## config.mk

```make
export PLATFORM = sky130hd
export DESIGN_NAME = branch_predict_unit_flat
export DESIGN_NICKNAME = d
export VERILOG_FILES = /design/src/rtl/branch_predict_unit_if.sv /design/src/rtl/branch_predict_unit.sv /design/src/flat_wrapper.sv
export SDC_FILE = /design/constraint.sdc
export NUM_CORES = 1
export LEC_CHECK = 0
export BUFFER_PORTS_ARGS = -buffer_cell sky130_fd_sc_hd__buf_2
export CORE_AREA = 2 2 148 150
export CTS_BUF_LIST = sky130_fd_sc_hd__clkbuf_8
export DETAILED_ROUTE_END_ITERATION = 10
export DIE_AREA = 0 0 150 152
export GPL_ROUTABILITY_DRIVEN = 1
export GPL_TIMING_DRIVEN = 0
export PLACE_DENSITY = 0.74
export SYNTH_ARGS = -nofsm -noshare
export SYNTH_HDL_FRONTEND = slang
export SYNTH_SLANG_ARGS = --single-unit
```

## constraint.sdc

```tcl
create_clock -name clk -period 8 [get_ports clk]
set_input_delay 0.8 -clock clk [delete_from_list [all_inputs] [get_ports clk]]
set_output_delay 0.8 -clock clk [all_outputs]
set_load 0.02 [all_outputs]
```

## src/rtl/branch_predict_unit_if.sv

```systemverilog
// Resolution/prediction bus for branch_predict_unit.
// The slave side is the predictor. The master side drives fetch and resolve requests.
interface branch_predict_unit_if #(
  parameter int unsigned XLEN  = 32,
  parameter int unsigned CNT_W = 16
);
  logic [XLEN-1:0]  pred_pc;
  logic             pred_taken;
  logic             res_valid;
  logic [XLEN-1:0]  res_pc;
  logic [XLEN-1:0]  ru_X1;
  logic [XLEN-1:0]  ru_X2;
  logic [4:0]       BrOp;
  logic             res_pred;
  logic             clr_stats;
  logic             out_valid;
  logic             branch_taken;
  logic             mispredict;
  logic [CNT_W-1:0] br_count;
  logic [CNT_W-1:0] mis_count;

  modport master (
    output pred_pc, res_valid, res_pc, ru_X1, ru_X2, BrOp, res_pred, clr_stats,
    input  pred_taken, out_valid, branch_taken, mispredict, br_count, mis_count
  );

  modport slave (
    input  pred_pc, res_valid, res_pc, ru_X1, ru_X2, BrOp, res_pred, clr_stats,
    output pred_taken, out_valid, branch_taken, mispredict, br_count, mis_count
  );
endinterface

```

## src/rtl/branch_predict_unit.sv

```systemverilog
// RISC-V branch resolver with a PC-indexed BHT of 2-bit saturating counters,
// registered resolution/mispredict flags and saturating statistics counters.
module branch_predict_unit #(
  parameter int unsigned XLEN        = 32,
  parameter int unsigned BHT_ENTRIES = 64,
  parameter int unsigned CNT_W       = 16
) (
  input  logic                 clk,
  input  logic                 rst,
  branch_predict_unit_if.slave bus
);
  localparam int unsigned IDX_W = $clog2(BHT_ENTRIES);

  localparam logic [4:0] BR_EQ  = 5'd1;
  localparam logic [4:0] BR_NE  = 5'd2;
  localparam logic [4:0] BR_LT  = 5'd3;
  localparam logic [4:0] BR_GE  = 5'd4;
  localparam logic [4:0] BR_LTU = 5'd5;
  localparam logic [4:0] BR_GEU = 5'd6;

  logic [1:0]       bht [BHT_ENTRIES];
  logic [IDX_W-1:0] pred_idx;
  logic [IDX_W-1:0] res_idx;
  logic             cond;
  logic             op_ok;
  logic             accept;

  assign pred_idx       = bus.pred_pc[IDX_W+1:2];
  assign res_idx        = bus.res_pc[IDX_W+1:2];
  // Reads the pre-edge counter, so a same-cycle update shows up one cycle later.
  assign bus.pred_taken = bht[pred_idx][1];

  always_comb begin
    cond  = 1'b0;
    op_ok = 1'b1;
    case (bus.BrOp)
      BR_EQ:   cond = (bus.ru_X1 == bus.ru_X2);
      BR_NE:   cond = (bus.ru_X1 != bus.ru_X2);
      BR_LT:   cond = ($signed(bus.ru_X1) <  $signed(bus.ru_X2));
      BR_GE:   cond = ($signed(bus.ru_X1) >= $signed(bus.ru_X2));
      BR_LTU:  cond = (bus.ru_X1 <  bus.ru_X2);
      BR_GEU:  cond = (bus.ru_X1 >= bus.ru_X2);
      default: op_ok = 1'b0;
    endcase
  end

  assign accept = bus.res_valid & op_ok;

  always_ff @(posedge clk or posedge rst) begin
    if (rst) begin
      bus.out_valid    <= 1'b0;
      bus.branch_taken <= 1'b0;
      bus.mispredict   <= 1'b0;
      bus.br_count     <= '0;
      bus.mis_count    <= '0;
    end else begin
      bus.out_valid    <= accept;
      bus.branch_taken <= accept & cond;
      bus.mispredict   <= accept & (cond != bus.res_pred);
      // Clear beats a coincident branch: that branch is simply not counted.
      if (bus.clr_stats) begin
        bus.br_count  <= '0;
        bus.mis_count <= '0;
      end else if (accept) begin
        if (bus.br_count != '1)
          bus.br_count <= bus.br_count + 1'b1;
        if ((cond != bus.res_pred) && (bus.mis_count != '1))
          bus.mis_count <= bus.mis_count + 1'b1;
      end
    end
  end

  always_ff @(posedge clk or posedge rst) begin
    if (rst) begin
      for (int unsigned i = 0; i < BHT_ENTRIES; i++)
        bht[i] <= 2'b01;
    end else if (accept) begin
      if (cond) begin
        if (bht[res_idx] != 2'b11)
          bht[res_idx] <= bht[res_idx] + 2'b01;
      end else begin
        if (bht[res_idx] != 2'b00)
          bht[res_idx] <= bht[res_idx] - 2'b01;
      end
    end
  end

  logic unused_pc_bits;
  assign unused_pc_bits = ^{bus.pred_pc[XLEN-1:IDX_W+2], bus.pred_pc[1:0],
                            bus.res_pc[XLEN-1:IDX_W+2], bus.res_pc[1:0]};
endmodule

```

## src/flat_wrapper.sv

```systemverilog
// flat-port wrapper written by rule: the top's interface ports become plain ports
module branch_predict_unit_flat 
#(
  parameter int unsigned XLEN        = 32,
  parameter int unsigned BHT_ENTRIES = 64,
  parameter int unsigned CNT_W       = 16
)
  (clk, rst, bus_pred_pc, bus_res_valid, bus_res_pc, bus_ru_X1, bus_ru_X2, bus_BrOp, bus_res_pred, bus_clr_stats, bus_pred_taken, bus_out_valid, bus_branch_taken, bus_mispredict, bus_br_count, bus_mis_count);
  branch_predict_unit_if #(.XLEN(XLEN), .CNT_W(CNT_W)) bus_i ();
  input  logic clk;
  input  logic rst;
  input wire logic [$bits(bus_i.pred_pc)-1:0] bus_pred_pc;
  input wire logic [$bits(bus_i.res_valid)-1:0] bus_res_valid;
  input wire logic [$bits(bus_i.res_pc)-1:0] bus_res_pc;
  input wire logic [$bits(bus_i.ru_X1)-1:0] bus_ru_X1;
  input wire logic [$bits(bus_i.ru_X2)-1:0] bus_ru_X2;
  input wire logic [$bits(bus_i.BrOp)-1:0] bus_BrOp;
  input wire logic [$bits(bus_i.res_pred)-1:0] bus_res_pred;
  input wire logic [$bits(bus_i.clr_stats)-1:0] bus_clr_stats;
  output wire logic [$bits(bus_i.pred_taken)-1:0] bus_pred_taken;
  output wire logic [$bits(bus_i.out_valid)-1:0] bus_out_valid;
  output wire logic [$bits(bus_i.branch_taken)-1:0] bus_branch_taken;
  output wire logic [$bits(bus_i.mispredict)-1:0] bus_mispredict;
  output wire logic [$bits(bus_i.br_count)-1:0] bus_br_count;
  output wire logic [$bits(bus_i.mis_count)-1:0] bus_mis_count;
  assign bus_i.pred_pc = bus_pred_pc;
  assign bus_i.res_valid = bus_res_valid;
  assign bus_i.res_pc = bus_res_pc;
  assign bus_i.ru_X1 = bus_ru_X1;
  assign bus_i.ru_X2 = bus_ru_X2;
  assign bus_i.BrOp = bus_BrOp;
  assign bus_i.res_pred = bus_res_pred;
  assign bus_i.clr_stats = bus_clr_stats;
  assign bus_pred_taken = bus_i.pred_taken;
  assign bus_out_valid = bus_i.out_valid;
  assign bus_branch_taken = bus_i.branch_taken;
  assign bus_mispredict = bus_i.mispredict;
  assign bus_br_count = bus_i.br_count;
  assign bus_mis_count = bus_i.mis_count;
  branch_predict_unit #(.XLEN(XLEN), .BHT_ENTRIES(BHT_ENTRIES), .CNT_W(CNT_W)) u_core (.clk(clk), .rst(rst), .bus(bus_i));
endmodule
```

# Yosys cells after proc, flatten, opt, wreduce, memory -nomap -nowiden
# Cells that the tools add are included.
[totals]
regBits = 163
out_inout_bits = 36
[classes]
n_addsub = 4
order_cmp = 7
n_eq_ne = 13
mux = 21
n_bitwise = 5
reduce_logical = 11
[op_table]
columns = ["cell", "n"]
rows = [
  ["two-way mux 128 bit", 3],
  ["bitwise mux 128 bit", 2],
  ["two-way mux 16 bit", 6],
  ["greater-or-equal comparator 32 bit", 2],
  ["< comparator 32 bit", 2],
  ["adder 16 x 1 -> 16 bit (second input constant)", 2],
  ["equality test 32 bit", 1],
  ["inequality test 16 bit (second input constant)", 2],
  ["inequality test 32 bit", 1],
  ["binary-select mux 2 bit (select 6 bit)", 2],
  ["equality test 5 x 3 -> 1 bit (second input constant)", 3],
  ["greater-or-equal comparator 7 bit (second input constant)", 2],
  ["inverter 6 -> 7 bit", 2],
  ["demux 2 bit (select 6 bit)", 1],
  ["equality test 5 x 2 -> 1 bit (second input constant)", 2],
  ["two-way mux 2 bit", 5],
  ["nonzero test 2 bit", 5],
  ["< comparator 7 x 1 -> 1 bit (second input constant)", 1],
  ["case mux 1 bit (6 select lines)", 1],
  ["OR reduction 6 bit", 1],
  ["equality test 5 x 1 -> 1 bit (second input constant)", 1],
  ["inequality test 2 bit (second input constant)", 2],
  ["AND reduction 2 bit", 2],
  ["AND 1 bit", 3],
  ["other kinds (6)", 7],
]

# Longest topological paths before layout
[depth]
depth_word = 8
mapped_depth = 20
ltp_nobuf = 14

# Worst setup path before layout
# Ideal clock, no wire load.
[synth_timing]
path_type = "input to register"
startpoint = "in bus_res_pc[2]"
endpoint = "reg u_core.bht[71] in the netlist's numbering"
setup_time_ps = 125
t_arrival_ps = 4446
setup_slack_ps = 3429
cell_stages = 18
path_cell_list = "clkbuf_1 clkbuf_1 mux2_2 a22o_1 nand2_1 o311ai_0 a22oi_1 o221a_2 clkbuf_1 clkbuf_1 inv_1 ha_1 inv_1 a31oi_2 buf_2 buf_2 nor4_2 mux2_2"
[synth_between]
elab_chain_len = 8
word_cells_on_any_way = 21
classes_between = "add/sub: 2; order compare: 2; eq/ne: 2; mux: 10; bitwise: 1; reduce/logical: 4"
[synth_rtl]
columns = ["element", "line_no", "source"]
rows = [
  ["start, declared", "flat_wrapper.sv:14", "input wire logic [$bits(bus_i.res_pc)-1:0] bus_res_pc;"],
  ["inverter 6 -> 7 bit (not written as such) (*)", "--", ""],
  ["binary-select mux 2 bit (select 6 bit), or another cell as far along", "--", ""],
  ["two-way mux 2 bit (not written as such) / logical AND 1 bit (equally long branches)", "--", ""],
  ["two-way mux 2 bit (on tied branches)", "--", ""],
  ["subtractor 2 x 1 -> 2 bit, or another cell as far along", "branch_predict_unit.sv:83", "bht[res_idx] <= bht[res_idx] - 2'b01;"],
  ["bitwise mux 128 bit (on tied branches)", "branch_predict_unit.sv:83, branch_predict_unit.sv:80", ""],
  ["two-way mux 128 bit (on tied branches)", "branch_predict_unit.sv:82, branch_predict_unit.sv:79", ""],
  ["two-way mux 128 bit", "branch_predict_unit.sv:78", "if (cond) begin"],
  ["end signal, assigned by index", "branch_predict_unit.sv:80", "bht[res_idx] <= bht[res_idx] + 2'b01;"],
  ["end signal, assigned by index", "branch_predict_unit.sv:83", ""],
  ["end, declared", "branch_predict_unit.sv:21", "logic [1:0] bht [BHT_ENTRIES];"],
]
# Every way passes the cells marked *; elsewhere a longest branch is shown, timed or not. The select of a mux whose other input is x is not followed.
# A chain may end at the register's enable or synchronous reset.

# Final worst setup path
[layout_timing]
startpoint = "in bus_res_pc[2]"
endpoint = "reg u_core.bht[9] in the netlist's numbering"
# Same word-level chain as after synthesis.

==> impl_metrics.yaml <==
status:
  status: "finished, final reports clean"
grt:
  grt_overflow: 0
  grt_max_degree: 117
  grt_pass1_vias: 8509
  groute.usage.overall_pct: 27.0
  antenna_found_initial: 0
  grt_pass1_wl_um: 47600
floorplanning:
  die_h_um: 152
  dieArea_sq_um: 22800
  core_area_sq_um: 21400
  start_util_pct: 49.1
  num_rows: 54
  ios: 174
  die_w_um: 150
timing:
  hold_viol_final: 0
  holdWs_ps: 312
  worstMarginPinSlew_ps: 1240
  period_minus_slack_ps: 6350
  grt_setup_unrepaired: "false"
  final.setup_skew_ps: 16.2
  setup_ws_ps: 1650
  setup_viol: 0
  relSlewSlack_pct: 16.8
  fin_crit_sh_pct: 79.4
  max_freq_ghz: 0.157
  slew_viol_final: 0
  final.setup.tns_ps: 0
cells_and_area:
  areaGrowthSynthToFinish_pct: 13.0
  fin_util_pct: 55.5
  drive_gt1_share_pct: 40.0
  antenna_cells: 0
  nets: 1259
yosys:
  syn_area_per_cell_sq_um: 11.0
  syn_inst: 950
  ys_types: 59
  yosysTopAreaCell: "dfrtp_1"
  netlist_top_cells_area: "dfrtp_1, dfstp_2, mux2_2"
  ys_seq_elements: 163
  yosys-mux-area-fraction_pct: 21.9
  synth_warnings: 0
  synth_edf_count: 0
  synth_top_family_by_area: "multiplexers"
  synth_top_area_share_pct: 23.6
  synth.yosys.seq_area_share_pct: 39.7
  syn_area_sq_um: 10500
  synth_compound_area_share_pct: 7.93
  synth_fa_ha_area_share_pct: 4.30
  synth-xor-area-share_pct: 1.09
  syn_nets: 1124
  ys.flop_type: "dfrtp_1"
  synth-simple-area-share_pct: 20.3
  synthArstFlopShare_pct: 100
routing:
  vias: 8583
  viasPerCell: 6.23
  totalWireLength_um: 30300
  firstDrtPassIters: 5
  drc: 0
  drtIter0Drc: 683
  wl_per_cell_um: 22.0
  final_antenna_net_count: 0
cts:
  hold_buffers: 0
  cts-htree-levels: 4
  cts-buffers-inserted: 17
  root_buffer: "clkbuf_8"
  cts_tree: "built"
  cts_setup_buffers: 0
  clk_pin_slew_worst_paths_ps: 100
  cts_buffer_depth: 2
  clock_sinks: 163
  cts_resized: 0
  clock_latency_ps: 480
worst_setup_path:
  max_stage_delay_ps: 970
  crit_slowest_cell: "xnor2_1"
  endpoint_kind: "flip-flop"
  crit_path_start_kind: "input port"
  critical_path.cell_chain: "clkbuf_1 -> clkbuf_1 -> nand2_1 -> nor2_1 -> a221oi_1 -> a311oi_1 -> a31oi_1 -> o221a_2 -> clkbuf_1 -> clkbuf_1 -> ha_1 -> xnor2_1 -> clkbuf_1 -> mux2_2"
  cp_max_fo: 10
  critPathKind: "in2reg"
  critPathBufInv: 5
  crit_family: "buffers and inverters"
  cpMostUsedCell: "clkbuf_1"
  arrival_ps: 6770
  required_ps: 8420
run:
  drv_cap: 0
placed_design:
  port_buffers: 115
  dp_hpwl_um: 21700
  dp_worst_setup_slack_ps: 1390
  place_congestion: 1.01
power:
  finalPower_mw: 1.74
  irDropWorstVdd_v: 0.0000956
  power.density_nw_per_um2: 147
  p_leak_nw: 5.13
hold_path:
  min_path_type: "in2async"
metrics by stage:
step | cell area (sq um) | instances
finish | 11800 | 1378
global route | 11800 | 1378
CTS | 11800 | 1378
detailed placement | 11500 | 1346
global placement | 11400 | 1345
floorplan | 10500 | 950
cell usage after synthesis, types with 12 or more instances:
cell type	number
nor2b_1	22
clkbuf_1	54
ha_1	36
mux2_4	15
nor4_1	12
dfrtp_1	99
nor2_1	40
inv_1	43
nand4_1	31
nand2_1	61
dfstp_2	64
nor3_1	23
mux4_2	23
nand3_1	34
a21oi_1	24
a22oi_1	37
mux2_2	126
nor4_2	21
area by class of cell:
cell class	instances	area, sq um
Fill cell	1906	9500
Multi-Input combinational cell	667	5840
Sequential cell	163	4160
Timing Repair Buffer	116	603
Tap cell	280	350
Buffer	77	343
Clock buffer	19	262
Inverter	43	169
Clock inverter	13	125
report_power, final:
part | switching, mW | internal, mW
combinational | 0.179 | 0.0937
clock | 0.335 | 0.267
sequential | 0.0155 | 0.854
worst register-to-register path, delay by kind of cell, from the launching register on:
| family | cells | cell delay, ps |
|---|---|---|
| buffers and inverters | 3 | 1450 |
| flip-flops | 1 | 380 |
| XOR/XNOR | 1 | 970 |
| multiplexers | 2 | 410 |
| AO/OA/AOI/OAI | 5 | 890 |
| AND/OR/NAND/NOR | 2 | 410 |
| adder cells (fa/ha/maj) | 1 | 340 |
path summary, 6_finish.rpt:
| kind | from | to | slack, ps | cells after the start |
|---|---|---|---|---|
| max in group asynchronous | rst | u_core.bht[33]$_DFFE_PP0P_ | 6780 | 3 |
| setup reg to reg | flip-flop | u_core.bht[9]$_DFFE_PP0P_ | 3100 | 14 |
| min in group clk | u_core.bht[53]$_DFFE_PP0P_ | u_core.bht[53]$_DFFE_PP0P_ | 530 | 1 |
| hold / removal | rst | u_core.bus.br_count[12]$_DFFE_PP0P_ | 310 | 2 |
| hold reg to reg | u_core.bht[53]$_DFFE_PP0P_ | u_core.bht[53]$_DFFE_PP0P_ | 530 | 1 |
| setup / recovery | bus_res_pc[2] | u_core.bht[9]$_DFFE_PP0P_ | 1650 | 14 |
placed cells by master (no fill, tap or decap), types with 5 or more instances in the layout:
master    netlist  layout
a21oi_1        24      24
a221oi_1        9       9
a22o_1         10      10
a22oi_1        37      37
and2_1          5       5
and3_1         11      11
and4_1          6       6
buf_1           9       9
buf_2           7     122
buf_6           5       5
clkbuf_1       54      54
clkbuf_8        0      19
dfrtp_1        99      99
dfstp_2        64      64
ha_1           36      36
inv_1          43      42
mux2_2        126     126
mux2_4         15      15
mux2i_1        11      11
mux4_2         23      23
nand2_1        61      61
nand3_1        34      34
nand4_1        31      31
nor2_1         40      40
nor2b_1        22      22
nor3_1         23      22
nor4_1         12      12
nor4_2         21      21
nor4_4         11      11
o211ai_1        6       6
o21ai_0         8       8
or3_1           5       5
or4_1          11      11
or4_4           9       9
xor2_1          9       9
logic make-up after synthesis:
group                    after synthesis
AO/OA/AOI/OAI                        116
XOR/XNOR                              13
adder cells (fa/ha/maj)               36
buffers and inverters                120
flip-flops                           163
multiplexers                         177
AND/OR/NAND/NOR                      325
routing by layer:
metal / track usage (%) / up-vias / part of all wire, %
met5: 0 / - / 0
met4: 11.5 / 0 / 3.7
met3: 7.57 / 88 / 9.5
met2: 40.9 / 474 / 45
met1: 36.2 / 4189 / 41
li1: - / 3832 / -
Note: power is estimated with default switching activity, not from simulation.
